===== config.mk =====
export PLATFORM = sky130hd
export DESIGN_NAME = stack_unit
export DESIGN_NICKNAME = d
export VERILOG_FILES = /design/src/rtl/stack_unit_pkg.sv /design/src/rtl/stack_unit_guard.sv /design/src/rtl/stack_unit.sv
export SDC_FILE = /design/constraint.sdc
export NUM_CORES = 1
export LEC_CHECK = 0
export BUFFER_PORTS_ARGS = -buffer_cell sky130_fd_sc_hd__buf_2
export CAP_MARGIN = 40
export CORE_MARGIN = 4
export CORE_UTILIZATION = 58
export CTS_BUF_LIST = sky130_fd_sc_hd__clkbuf_4
export DETAILED_ROUTE_END_ITERATION = 6
export PLACE_DENSITY = 0.77
export SLEW_MARGIN = 20
export SYNTH_ARGS = -nofsm -noshare
export SYNTH_HDL_FRONTEND = slang
export SYNTH_SLANG_ARGS = --single-unit
export TNS_END_PERCENT = 100

===== constraint.sdc =====
create_clock -name clk -period 5.51 [get_ports clk]
set_input_delay 0.551 -clock clk [delete_from_list [all_inputs] [get_ports clk]]
set_output_delay 0.551 -clock clk [all_outputs]
set_load 0.1 [all_outputs]

===== src/rtl/stack_unit_pkg.sv =====
// Shared definitions for the operand stack: stack-control encodings
// (identical to the constants the decoder drives) and the stack word type.
package stack_unit_pkg;

    localparam int STACK_WIDTH = 8;

    typedef logic [STACK_WIDTH-1:0] stack_word_t;

    // Stack-control code; 2'b11 is reserved and behaves like ADV_0.
    typedef enum logic [1:0] {
        ADV_0  = 2'b00,
        ADV_1  = 2'b01,
        DES_1  = 2'b10,
        SC_RSV = 2'b11
    } sc_e;

endpackage : stack_unit_pkg


===== src/rtl/stack_unit_guard.sv =====
// Combinational legality check for one stack operation. Decides whether the
// array is written (and where), the count after the edge, and which sticky
// error (if any) the operation raises. Illegal operations change nothing.
module stack_unit_guard
    import stack_unit_pkg::*;
#(
    parameter int DEPTH = 16,
    parameter int PW    = $clog2(DEPTH) + 1
) (
    input  logic [1:0]    sc,
    input  logic          we,
    input  logic [PW-1:0] count,
    input  logic          full,
    input  logic          empty,
    output logic          do_write,
    output logic [PW-2:0] wr_idx,
    output logic [PW-1:0] next_count,
    output logic          set_ovf,
    output logic          set_unf
);

    localparam int AW = PW - 1;

    // Index arithmetic is done modulo DEPTH; at count==DEPTH the low bits are
    // zero, so count-1 still lands on DEPTH-1.
    logic [AW-1:0] idx_c0;
    logic [AW-1:0] idx_c1;
    logic [AW-1:0] idx_c2;

    assign idx_c0 = count[AW-1:0];
    assign idx_c1 = count[AW-1:0] - AW'(1);
    assign idx_c2 = count[AW-1:0] - AW'(2);

    // Decode the operation and apply the occupancy guards.
    always_comb begin
        do_write   = 1'b0;
        wr_idx     = '0;
        next_count = count;
        set_ovf    = 1'b0;
        set_unf    = 1'b0;
        case (sc_e'(sc))
            ADV_1: begin
                if (full) begin
                    set_ovf = 1'b1;
                end else begin
                    do_write   = 1'b1;
                    wr_idx     = idx_c0;
                    next_count = count + PW'(1);
                end
            end
            DES_1: begin
                if (we) begin
                    if (count >= PW'(2)) begin
                        do_write   = 1'b1;
                        wr_idx     = idx_c2;
                        next_count = count - PW'(1);
                    end else begin
                        set_unf = 1'b1;
                    end
                end else if (!empty) begin
                    next_count = count - PW'(1);
                end else begin
                    set_unf = 1'b1;
                end
            end
            default: begin
                // ADV_0 and the reserved code: replace top, or do nothing.
                if (we) begin
                    if (!empty) begin
                        do_write = 1'b1;
                        wr_idx   = idx_c1;
                    end else begin
                        set_unf = 1'b1;
                    end
                end
            end
        endcase
    end

endmodule : stack_unit_guard


===== src/rtl/stack_unit.sv =====
// Operand stack: register array plus count, exposing top/second-of-stack as
// combinational reads of registered state, with sticky overflow/underflow.
module stack_unit
    import stack_unit_pkg::*;
#(
    parameter int WIDTH = 8,
    parameter int DEPTH = 16,
    parameter int PW    = $clog2(DEPTH) + 1
) (
    input  logic             clk,
    input  logic             rst_n,
    input  logic             en,
    input  logic [1:0]       sc,
    input  logic             we,
    input  logic [WIDTH-1:0] wdata,
    input  logic             clr_err,
    output logic [WIDTH-1:0] top,
    output logic [WIDTH-1:0] snd,
    output logic [PW-1:0]    count,
    output logic             empty,
    output logic             full,
    output logic             ovf,
    output logic             unf
);

    localparam int AW = PW - 1;

    logic [WIDTH-1:0] mem_q [DEPTH];
    logic [WIDTH-1:0] mem_d [DEPTH];
    logic [PW-1:0]    count_q, count_d;
    logic             ovf_q, ovf_d;
    logic             unf_q, unf_d;

    logic             do_write;
    logic [AW-1:0]    wr_idx;
    logic [PW-1:0]    next_count;
    logic             set_ovf;
    logic             set_unf;

    assign empty = (count_q == '0);
    assign full  = (count_q == PW'(DEPTH));

    stack_unit_guard #(
        .DEPTH (DEPTH),
        .PW    (PW)
    ) u_guard (
        .sc         (sc),
        .we         (we),
        .count      (count_q),
        .full       (full),
        .empty      (empty),
        .do_write   (do_write),
        .wr_idx     (wr_idx),
        .next_count (next_count),
        .set_ovf    (set_ovf),
        .set_unf    (set_unf)
    );

    // Next state: apply the guarded operation when enabled; clr_err acts even
    // while stalled, but a same-edge error wins over the clear.
    always_comb begin
        mem_d   = mem_q;
        count_d = count_q;
        if (en) begin
            if (do_write) begin
                // we=0 on a push means "push zero"; every other write uses wdata.
                mem_d[wr_idx] = we ? wdata : '0;
            end
            count_d = next_count;
        end
        ovf_d = (clr_err ? 1'b0 : ovf_q) | (en & set_ovf);
        unf_d = (clr_err ? 1'b0 : unf_q) | (en & set_unf);
    end

    // State registers with asynchronous reset of the whole array.
    always_ff @(posedge clk or negedge rst_n) begin
        if (!rst_n) begin
            for (int i = 0; i < DEPTH; i++) begin
                mem_q[i] <= '0;
            end
            count_q <= '0;
            ovf_q   <= 1'b0;
            unf_q   <= 1'b0;
        end else begin
            mem_q   <= mem_d;
            count_q <= count_d;
            ovf_q   <= ovf_d;
            unf_q   <= unf_d;
        end
    end

    // Read ports: popped entries stay in the array but are masked by count.
    logic [AW-1:0] top_idx;
    logic [AW-1:0] snd_idx;

    assign top_idx = count_q[AW-1:0] - AW'(1);
    assign snd_idx = count_q[AW-1:0] - AW'(2);

    assign top   = empty               ? '0 : mem_q[top_idx];
    assign snd   = (count_q < PW'(2))  ? '0 : mem_q[snd_idx];
    assign count = count_q;
    assign ovf   = ovf_q;
    assign unf   = unf_q;

endmodule : stack_unit


==> Word level (Yosys, flattened, before mapping) <==
Index checks and enable logic that the tools add are counted.
{ "op_classes": {"n_addsub": 4, "mul": 0, "div": 0, "order_cmp": 6, "n_eq_ne": 6, "shifts": 0, "mux": 38, "n_bitwise": 7, "reduce_logical": 5} }
{ "ops": {"columns": ["cell", "n"], "rows": [
  ["$bwmux W128", 1],
  ["$bmux W8 S4", 2],
  ["$mux W8", 8],
  ["$demux W8 S4", 1],
  ["$mux W4", 5],
  ["$mux W5", 4],
  ["$ge A5 B5 Y1 const B", 3],
  ["$not A4 Y5", 3],
  ["$mux W1", 13],
  ["$pmux W5 S2", 1],
  ["$pmux W4 S2", 1],
  ["$add A5 B1 Y5 const B", 1],
  ["$eq A5 B5 Y1 const B", 1],
  ["$ge A5 B2 Y1 const B", 1],
  ["$logic_not A5 Y1", 1],
  ["$lt A5 B1 Y1 const B", 1],
  ["$lt A5 B2 Y1 const B", 1],
  ["$reduce_and A5 Y1", 1],
  ["$sub A5 B1 Y5 const B", 1],
  ["$pmux W1 S2", 2],
  ["$sub A4 B1 Y4 const B", 1],
  ["$sub A4 B2 Y4 const B", 1],
  ["$ne A3 B2 Y1 const B", 1],
  ["$ne A3 B3 Y1 const B", 1],
  ["8 further kinds", 10]
]} }
{ "totals": {"register_bits": 135, "latchBits": 0, "mem_bits_rw": 0, "romBits": 0, "inputBits": 15, "out_inout_bits": 25, "wordCells": 85, "memories": 0} }

==> Logic depth before layout (Yosys ltp) <==
Gate-level depths: netlist of the first run.
{ "depth": {"word_depth": 10, "mapped_depth": 13, "depth_no_buf": 10} }

==> Hierarchy <==
Synthesis of the first run repeated with hierarchy kept, for this count alone.
{ "unflattened": {"hier_cells": 626, "hier_area_um2": 7916.3} }
{ "modules_own_cells": {"columns": ["mod", "n_inst", "cells_per_inst", "area_each_um2", "seq_area_each_um2"], "rows": [
  ["stack_unit", 1, 522, 7225.7, 3378.2],
  ["stack_unit_guard", 1, 104, 690.7, 0.0]
]} }

==> Worst setup path before layout of the first run <==
OpenSTA, ideal clock, no wires.
{ "synth_path": {"kind": "register -> output", "start": "reg count_q[0], in the netlist count[0]", "end": "out top[0]", "t_arrival_ns": 6.097, "required_time_ns": 4.959, "setup_slack_ns": -1.138, "stages_incl_launch_ff": 12, "path_buffers": 6, "path_cell_list": "dfrtp_1 buf_4 buf_1 clkbuf_1 inv_1 ha_1 buf_2 clkbuf_1 clkbuf_1 mux4_2 mux2i_1 a211oi_1"} }
{ "synth_via": {"elab_chain_len": 6, "elab_cells_between_ends": 7, "cone_classes": "add/sub: 1; mux: 4; bitwise: 1; reduce/logical: 1"} }
{ "synth_rtl": {"columns": ["element", "line_no", "rtl"], "rows": [
  ["start: declaration", "stack_unit.sv:30", "logic [PW-1:0] count_q, count_d;"],
  ["start signal: assignment", "stack_unit.sv:86", "count_q <= count_d;"],
  ["$sub A4 B1 Y4", "stack_unit.sv:96", "assign top_idx = count_q[AW-1:0] - AW'(1);"],
  ["$not A4 Y5 (implied by the code)", "stack_unit.sv:99", "assign top = empty ? '0 : mem_q[top_idx];"],
  ["$bmux W8 S4", "stack_unit.sv:99", null],
  ["$mux W8 (implied by the code) (2 in series)", "stack_unit.sv:99", null],
  ["$mux W8 *", "stack_unit.sv:99", null],
  ["end: declaration", "stack_unit.sv:17", "output logic [WIDTH-1:0] top,"]
]} }
Mark *: on every way between the ends. The rest lies on a longest branch, timed or not. The select of a mux whose other input is x is not followed.

==> Worst setup path after layout of the first run <==
{ "layout_path": {"start": "reg count_q[1], in the netlist count[1]", "end": "out snd[0]"} }
{ "layout_via": {"elab_chain_len": 6, "elab_cells_between_ends": 7, "cone_classes": "add/sub: 1; order compare: 1; mux: 4; bitwise: 1"} }
{ "layout_rtl": {"columns": ["element", "line_no", "rtl"], "rows": [
  ["$sub A4 B2 Y4", "stack_unit.sv:97", "assign snd_idx = count_q[AW-1:0] - AW'(2);"],
  ["$not A4 Y5 (implied by the code)", "stack_unit.sv:100", "assign snd = (count_q < PW'(2)) ? '0 : mem_q[snd_idx];"],
  ["$bmux W8 S4", "stack_unit.sv:100", null],
  ["$mux W8 (implied by the code) (2 in series)", "stack_unit.sv:100", null],
  ["$mux W8 *", "stack_unit.sv:100", null],
  ["end: declaration", "stack_unit.sv:18", "output logic [WIDTH-1:0] snd,"]
]} }
Marked as above.

==> results of run 1 <==
[per-stage QoR]
step / setup TNS, ns / setup slack (ns) / cells / area (um^2)
2_1_floorplan: -0.185 / -0.185 / 540 / 7960
3_3_place_gp: 0 / 1.21 / 727 / 8310
3_5_place_dp: 0 / 1.49 / 731 / 8370
4_1_cts: 0 / 0.985 / 763 / 8620
5_1_grt: 0 / 0.857 / 764 / 8620
6_report: 0 / 0.973 / 764 / 8620
[flip-flops by register name (all words and copies together) (netlist names)]
name / flops
unf: 1
ovf: 1
mem_q: 128
count: 5
[worst paths after layout]
path	to	cells past startpoint
max in group asynchronous	mem_q[77]	3
min in group asynchronous	count[1]	2
hold / removal	unf	2
hold reg to reg	mem_q[122]	1
setup reg to reg	mem_q[94]	10
setup / recovery	snd[0]	8
[layer usage]
layer  vias to the layer above  global-route usage, %
li1                       2158                      -
met1                      2598                   35.3
met2                       235                   39.7
met3                        41                   7.16
met4                         0                   9.09
met5                         -                      0
[layout by cell type, fill, tap and decap left out, drive strengths merged, types with 2 or more instances in the layout]
cell type	n
dfrtp	135
mux2	130
mux4	72
buf	55
clkbuf	21
nor2b	19
a211oi	17
nand2	15
nor2	11
inv	10
mux2i	10
ha	10
a21oi	9
and2	8
clkinv	7
xnor2	6
nand2b	5
o21ai	5
nor3	4
a21o	3
nand3	3
a2111oi	3
nor3b	3
a22oi	2
clkinvlp	2
o2111ai	2
xor2	2
[cell type report]
cell class | instances | area, um^2 | share of cell area, %
clock buffer | 21 | 158 | 1.83
timing repair buffer | 56 | 352 | 4.08
multi-input combinational | 356 | 4390 | 50.9
inverter | 10 | 37.5 | 0.435
tap | 176 | 220 | 2.55
clock inverter | 10 | 82.6 | 0.957
sequential | 135 | 3380 | 39.2
[critical path, stage by stage (launching register included)]
cell                      delay [ns]
sky130_fd_sc_hd__dfrtp_1        0.34
sky130_fd_sc_hd__buf_4          0.27
sky130_fd_sc_hd__inv_1          0.21
sky130_fd_sc_hd__ha_1           0.90
sky130_fd_sc_hd__buf_4          0.41
sky130_fd_sc_hd__mux4_2         0.36
sky130_fd_sc_hd__mux4_2         0.46
sky130_fd_sc_hd__nor2b_1        0.17
sky130_fd_sc_hd__buf_2          0.30
[logic make-up (layout without fill, tap and decap cells)]
logic type,count (synthesis),count (layout),share of synthesized area (%)
xor gates and xnor gates,8,8,0.890
AOI/OAI and AO/OA,51,51,5.28
buffers and inverters,49,97,2.56
muxes,212,212,40.5
adders and majority gates,11,11,1.84
DFF,135,135,42.9
and+or+nand+nor,74,74,6.03
==> flow_metrics.env, run 1 <==
export IMPL_outcome="completed"
export IMPL_rsz0062_at_grt="false"
export IMPL_die_y_um=124
export IMPL_timing_slew_headroom_pct=39.2
export IMPL_dieArea_um2=15500
export IMPL_cp_start_kind="register"
export IMPL_worst_skew_pair_late_latency_ns=0.55
export IMPL_synth_enable_flop_cells=0
export IMPL_worst_slew_pin_transition_ns=0.911
export IMPL_cts_htree_levels=4
export IMPL_post_layout_net_count=602
export IMPL_worst_endpoint_required_ns=4.96
export IMPL_total_length_of_routed_wires_um=18900
export IMPL_cts_clk_slew_worst_paths_ns=0.11
export IMPL_drt_pre_antenna_iters=5
export IMPL_std_cell_rows=42
export IMPL_numCtsBuffers=17
export IMPL_grt_ovfl_total=0
export IMPL_dr_max_layer_used="met4"
export IMPL_share_of_final_layout_standard_cells_stronger_than_drive_strength_1_pct=53.7
export IMPL_syn_area_per_cell_um2=14.6
export IMPL_dr_total_vias=5032
export IMPL_wl_met2_um=9040
export IMPL_number_of_antenna_cells_inserted=0
export IMPL_vias_per_cell=6.59
export IMPL_synthesis_instances=540
export IMPL_cts_sink_count=135
export IMPL_clock_root_buffer="sky130_fd_sc_hd__clkbuf_4"
export IMPL_final_critical_delay_including_setup_and_external_delays_ns=4.54
export IMPL_largest_cells_by_area_after_synthesis="sky130_fd_sc_hd__dfrtp_1 43%, sky130_fd_sc_hd__mux4_2 21%, sky130_fd_sc_hd__mux2_2 18%"
export IMPL_cp_startpoint="count[1]"
export IMPL_final_critical_path_share_of_the_clock_period_pct=82.3
export IMPL_drv_cap=0
export IMPL_hold_viol=0
export IMPL_cp_end_kind="output port"
export IMPL_timing_final_max_slew_violations=0
export IMPL_final_util_pct=65.1
export IMPL_async_flop_share_pct=100
export IMPL_netlist_area_leader_share_pct=42.9
export IMPL_wl_per_cell_um=24.8
export IMPL_vias_in_the_first_global_route=5240
export IMPL_r2r_setup_slack_ns=1.43
export IMPL_fin_worst_hold_slack_ns=0.205
export IMPL_post_cts_resized=0
export IMPL_setup_viol_count_final=0
export IMPL_clk_path_buf_depth=2
export IMPL_area_growth_pct=9.59
export IMPL_grt_start_max_net_pins=54
export IMPL_met1Wirelength_um=7690
export IMPL_grt_antenna_before_repair=0
export IMPL_global_route_usage_total_pct=25.7
export IMPL_critical_path_class="register to output port"
export IMPL_initial_utilization_pct=59.4
export IMPL_ctsHoldBuffers=1
export IMPL_synth_lib_cells_used_distinct=54
export IMPL_tritoncts_clock_tree="done"
export IMPL_synth_net_count=566
export IMPL_yosys_area_top_type="sky130_fd_sc_hd__dfrtp_1"
export IMPL_fp_dieW_um=124
export IMPL_wire_length_of_the_first_global_routing_pass_um=30500
export IMPL_worst_path_max_fanout=17
export IMPL_signal_arrival_time_at_the_worst_endpoint_ns=3.99
export IMPL_route_met3_wl_um=1630
export IMPL_design_core_area_um2=13200
export IMPL_ys_warn_count=0
export IMPL_yosys_top_cells_count="135 x sky130_fd_sc_hd__dfrtp_1, 128 x sky130_fd_sc_hd__mux2_2, 72 x sky130_fd_sc_hd__mux4_2"
export IMPL_synth_ff_latch_count=135
export IMPL_largest_clock_skew_in_the_final_design_ns=0.0151
export IMPL_num_fill_cells=946
export IMPL_post_synth_instance_area_um2=7870
export IMPL_quantity_of_i_o_buffers_inserted_on_ports=39
export IMPL_drt_first_iter_violations=337
export IMPL_synth_most_common_cell="sky130_fd_sc_hd__dfrtp_1"
export IMPL_min_delay_path_class="primary input to register"
export IMPL_drt_antenna_violating_nets=0
export IMPL_worstReg2RegStart="count[1]"
export IMPL_remaining_drc_errors=0
export IMPL_ys_seq_area_share_pct=42.9
export IMPL_min_delay_start="clr_err"
export IMPL_cts_post_setup_buffers_inserted=0
export IMPL_fmax_mhz=220
export IMPL_hpwlAfterDp_um=12400
export IMPL_top_reg_cell_synth="sky130_fd_sc_hd__dfrtp_1"
export IMPL_io_pins=40
export IMPL_place_gp_congestion=0.855
Power of run 1 is left out: the tool's default activity adds up to more than one toggle a clock period on the data nets, which glitch-free logic cannot reach.
==> inputs of run 2 (changes only) <==
==> constraint.sdc (replaced) <==
create_clock -name clk -period 4.5 [get_ports clk]
set_input_delay 0.45 -clock clk [delete_from_list [all_inputs] [get_ports clk]]
set_output_delay 0.45 -clock clk [all_outputs]
set_load 0.1 [all_outputs]
==> run 2 against run 1 <==
- cell count is 0.13% higher
- clock-buffer cell count is 3 lower
- register-to-register slack worse by 0.95 ns
==> flow_metrics.env, run 2 (synthesis gave the netlist of run 1 again) <==
export IMPL_largest_clock_skew_in_the_final_design_ns=0.0216
export IMPL_share_of_final_layout_standard_cells_stronger_than_drive_strength_1_pct=54.8
export IMPL_fin_area_um2=8690
export IMPL_layout_commonest_cell="sky130_fd_sc_hd__dfrtp_1"
export IMPL_worst_skew_pair_late_latency_ns=0.54
export IMPL_critPathMaxStageDelay_ns=0.64
export IMPL_design_core_area_um2=13200
export IMPL_total_length_of_routed_wires_um=19400
export IMPL_signal_arrival_time_at_the_worst_endpoint_ns=3.83
export IMPL_r2r_cells=9
export IMPL_number_of_flip_flops_under_the_largest_register_name=128
export IMPL_hold_viol=0
export IMPL_min_delay_path_class="primary input to register"
export IMPL_post_layout_net_count=604
export IMPL_path_cells="inv_1, ha_1, buf_4, mux4_2, mux4_2, nor2b_2, buf_2"
export IMPL_final_critical_delay_including_setup_and_external_delays_ns=4.28
export IMPL_place_gp_congestion=0.926
export IMPL_clk_path_buf_depth=2
export IMPL_timing_hold_worst_path_depth=2
export IMPL_num_fill_cells=973
export IMPL_wire_length_of_the_first_global_routing_pass_um=31300
export IMPL_initial_utilization_pct=59.4
export IMPL_cp_end_kind="output port"
export IMPL_grt_antenna_before_repair=0
export IMPL_hpwlAfterDp_um=12900
export IMPL_rsz0062_at_grt="false"
export IMPL_cts_sink_count=135
export IMPL_vias_in_the_first_global_route=5409
export IMPL_layout_cells_non_filler=765
export IMPL_cp_start_kind="register"
export IMPL_number_of_antenna_cells_inserted=0
export IMPL_worst_path_max_fanout=24
export IMPL_drt_antenna_violating_nets=0
export IMPL_place_detailed_instances=734
export IMPL_worst_endpoint_required_ns=4.05
export IMPL_dieArea_um2=15500
export IMPL_ctsHoldBuffers=1
export IMPL_drv_cap=0
export IMPL_grt_start_max_net_pins=58
export IMPL_cts_post_setup_buffers_inserted=0
export IMPL_crit_slowest_cell="sky130_fd_sc_hd__ha_1"
export IMPL_top_register="mem_q"
export IMPL_fmax_mhz=233
export IMPL_numCtsBuffers=17
export IMPL_final_critical_path_share_of_the_clock_period_pct=95.2
export IMPL_post_cts_resized=0
export IMPL_worst_slew_pin_transition_ns=0.840
export IMPL_setup_viol_count_final=0
export IMPL_tritoncts_clock_tree="done"
export IMPL_cts_htree_levels=4
export IMPL_dr_total_vias=5105
export IMPL_drt_pre_antenna_iters=4
export IMPL_critical_path_class="register to output port"
export IMPL_die_y_um=124
export IMPL_std_cell_rows=42
export IMPL_clock_root_buffer="sky130_fd_sc_hd__clkbuf_4"
export IMPL_wl_per_cell_um=25.4
export IMPL_dpl_instance_area_um2=8430
export IMPL_global_route_usage_total_pct=26.4
export IMPL_outcome="completed"
export IMPL_grt_ovfl_total=0
export IMPL_drt_first_iter_violations=463
export IMPL_timing_final_max_slew_violations=0
export IMPL_quantity_of_i_o_buffers_inserted_on_ports=39
export IMPL_top_library_cells_by_usage_in_the_layout_fill_and_taps_aside="134 x sky130_fd_sc_hd__dfrtp_1, 128 x sky130_fd_sc_hd__mux2_2, 72 x sky130_fd_sc_hd__mux4_2"
export IMPL_fp_dieW_um=124
export IMPL_timing_slew_headroom_pct=43.8
export IMPL_most_frequent_cell_on_the_critical_path="sky130_fd_sc_hd__mux4_2"
export IMPL_io_pins=40
export IMPL_final_setup_tns_ns=0
export IMPL_cts_clk_slew_worst_paths_ns=0.12
export IMPL_remaining_drc_errors=0
export IMPL_vias_per_cell=6.67
export IMPL_area_growth_pct=10.4
[run 2: cell types whose count changed in the layout (fill, tap and decap cells not counted), moves of 2 or more]
| cell | change |
|---|---|
| sky130_fd_sc_hd__clkbuf_4 | -3 |
| sky130_fd_sc_hd__buf_4 | +4 |
| sky130_fd_sc_hd__nor2b_2 | +7 |
| sky130_fd_sc_hd__a211oi_4 | +2 |
| sky130_fd_sc_hd__nor2b_1 | -7 |
| sky130_fd_sc_hd__a211oi_2 | -2 |
[run 2: worst max-delay path: cells and delay by family, from the launching register on]
family | cells | cell delay (ns)
mux | 2 | 1.01
buf+inv | 3 | 0.90
fa+ha+maj | 1 | 0.64
flops | 1 | 0.57
simple gates | 1 | 0.16
[run 2: path summary, 6_finish.rpt]
| path | from | to | slack, ns |
|---|---|---|---|
| worst max-delay path | count[2] | snd[6] | 0.22 |
| worst min-delay path | clr_err | ovf | 0.11 |
| worst max register to register | count[2] | mem_q[20] | 0.48 |
| worst min register to register | ovf | ovf | 0.53 |
| max in group asynchronous | rst_n | mem_q[0] | 3.06 |
| min in group asynchronous | rst_n | mem_q[78] | 0.31 |
[run 2: cell type report]
cell class                      instances  area [um^2]  share of cell area [%]
Clock buffer                           18          135                    1.56
Timing Repair Buffer                   58          363                    4.18
Multi-Input combinational cell        356         4440                    51.1
Tap cell                              176          220                    2.53
Inverter                               10         37.5                   0.432
Clock inverter                         12          113                    1.30
Sequential cell                       135         3380                    38.9
[run 2: through the flow]
stage                     worst slack, ns  util [%]  hold WS [ns]
after floorplan                    0.0290         -         0.154
after global placement              0.732      63.4         0.491
after CTS                           0.214      65.6        0.0576
after detailed placement            0.587      63.7         0.332
final                               0.216      65.6         0.105
after global routing                0.107      65.6        0.0764
[run 2: metal layers]
| layer | up-vias | part of all wire (%) | GRT usage, % |
|---|---|---|---|
| li1 | 2159 | - | - |
| met1 | 2679 | 43 | 37.4 |
| met2 | 212 | 47 | 39.7 |
| met3 | 55 | 6.0 | 5.06 |
| met4 | 0 | 3.9 | 12.7 |
| met5 | - | 0 | 0 |
Power of run 2 is left out for the same reason.
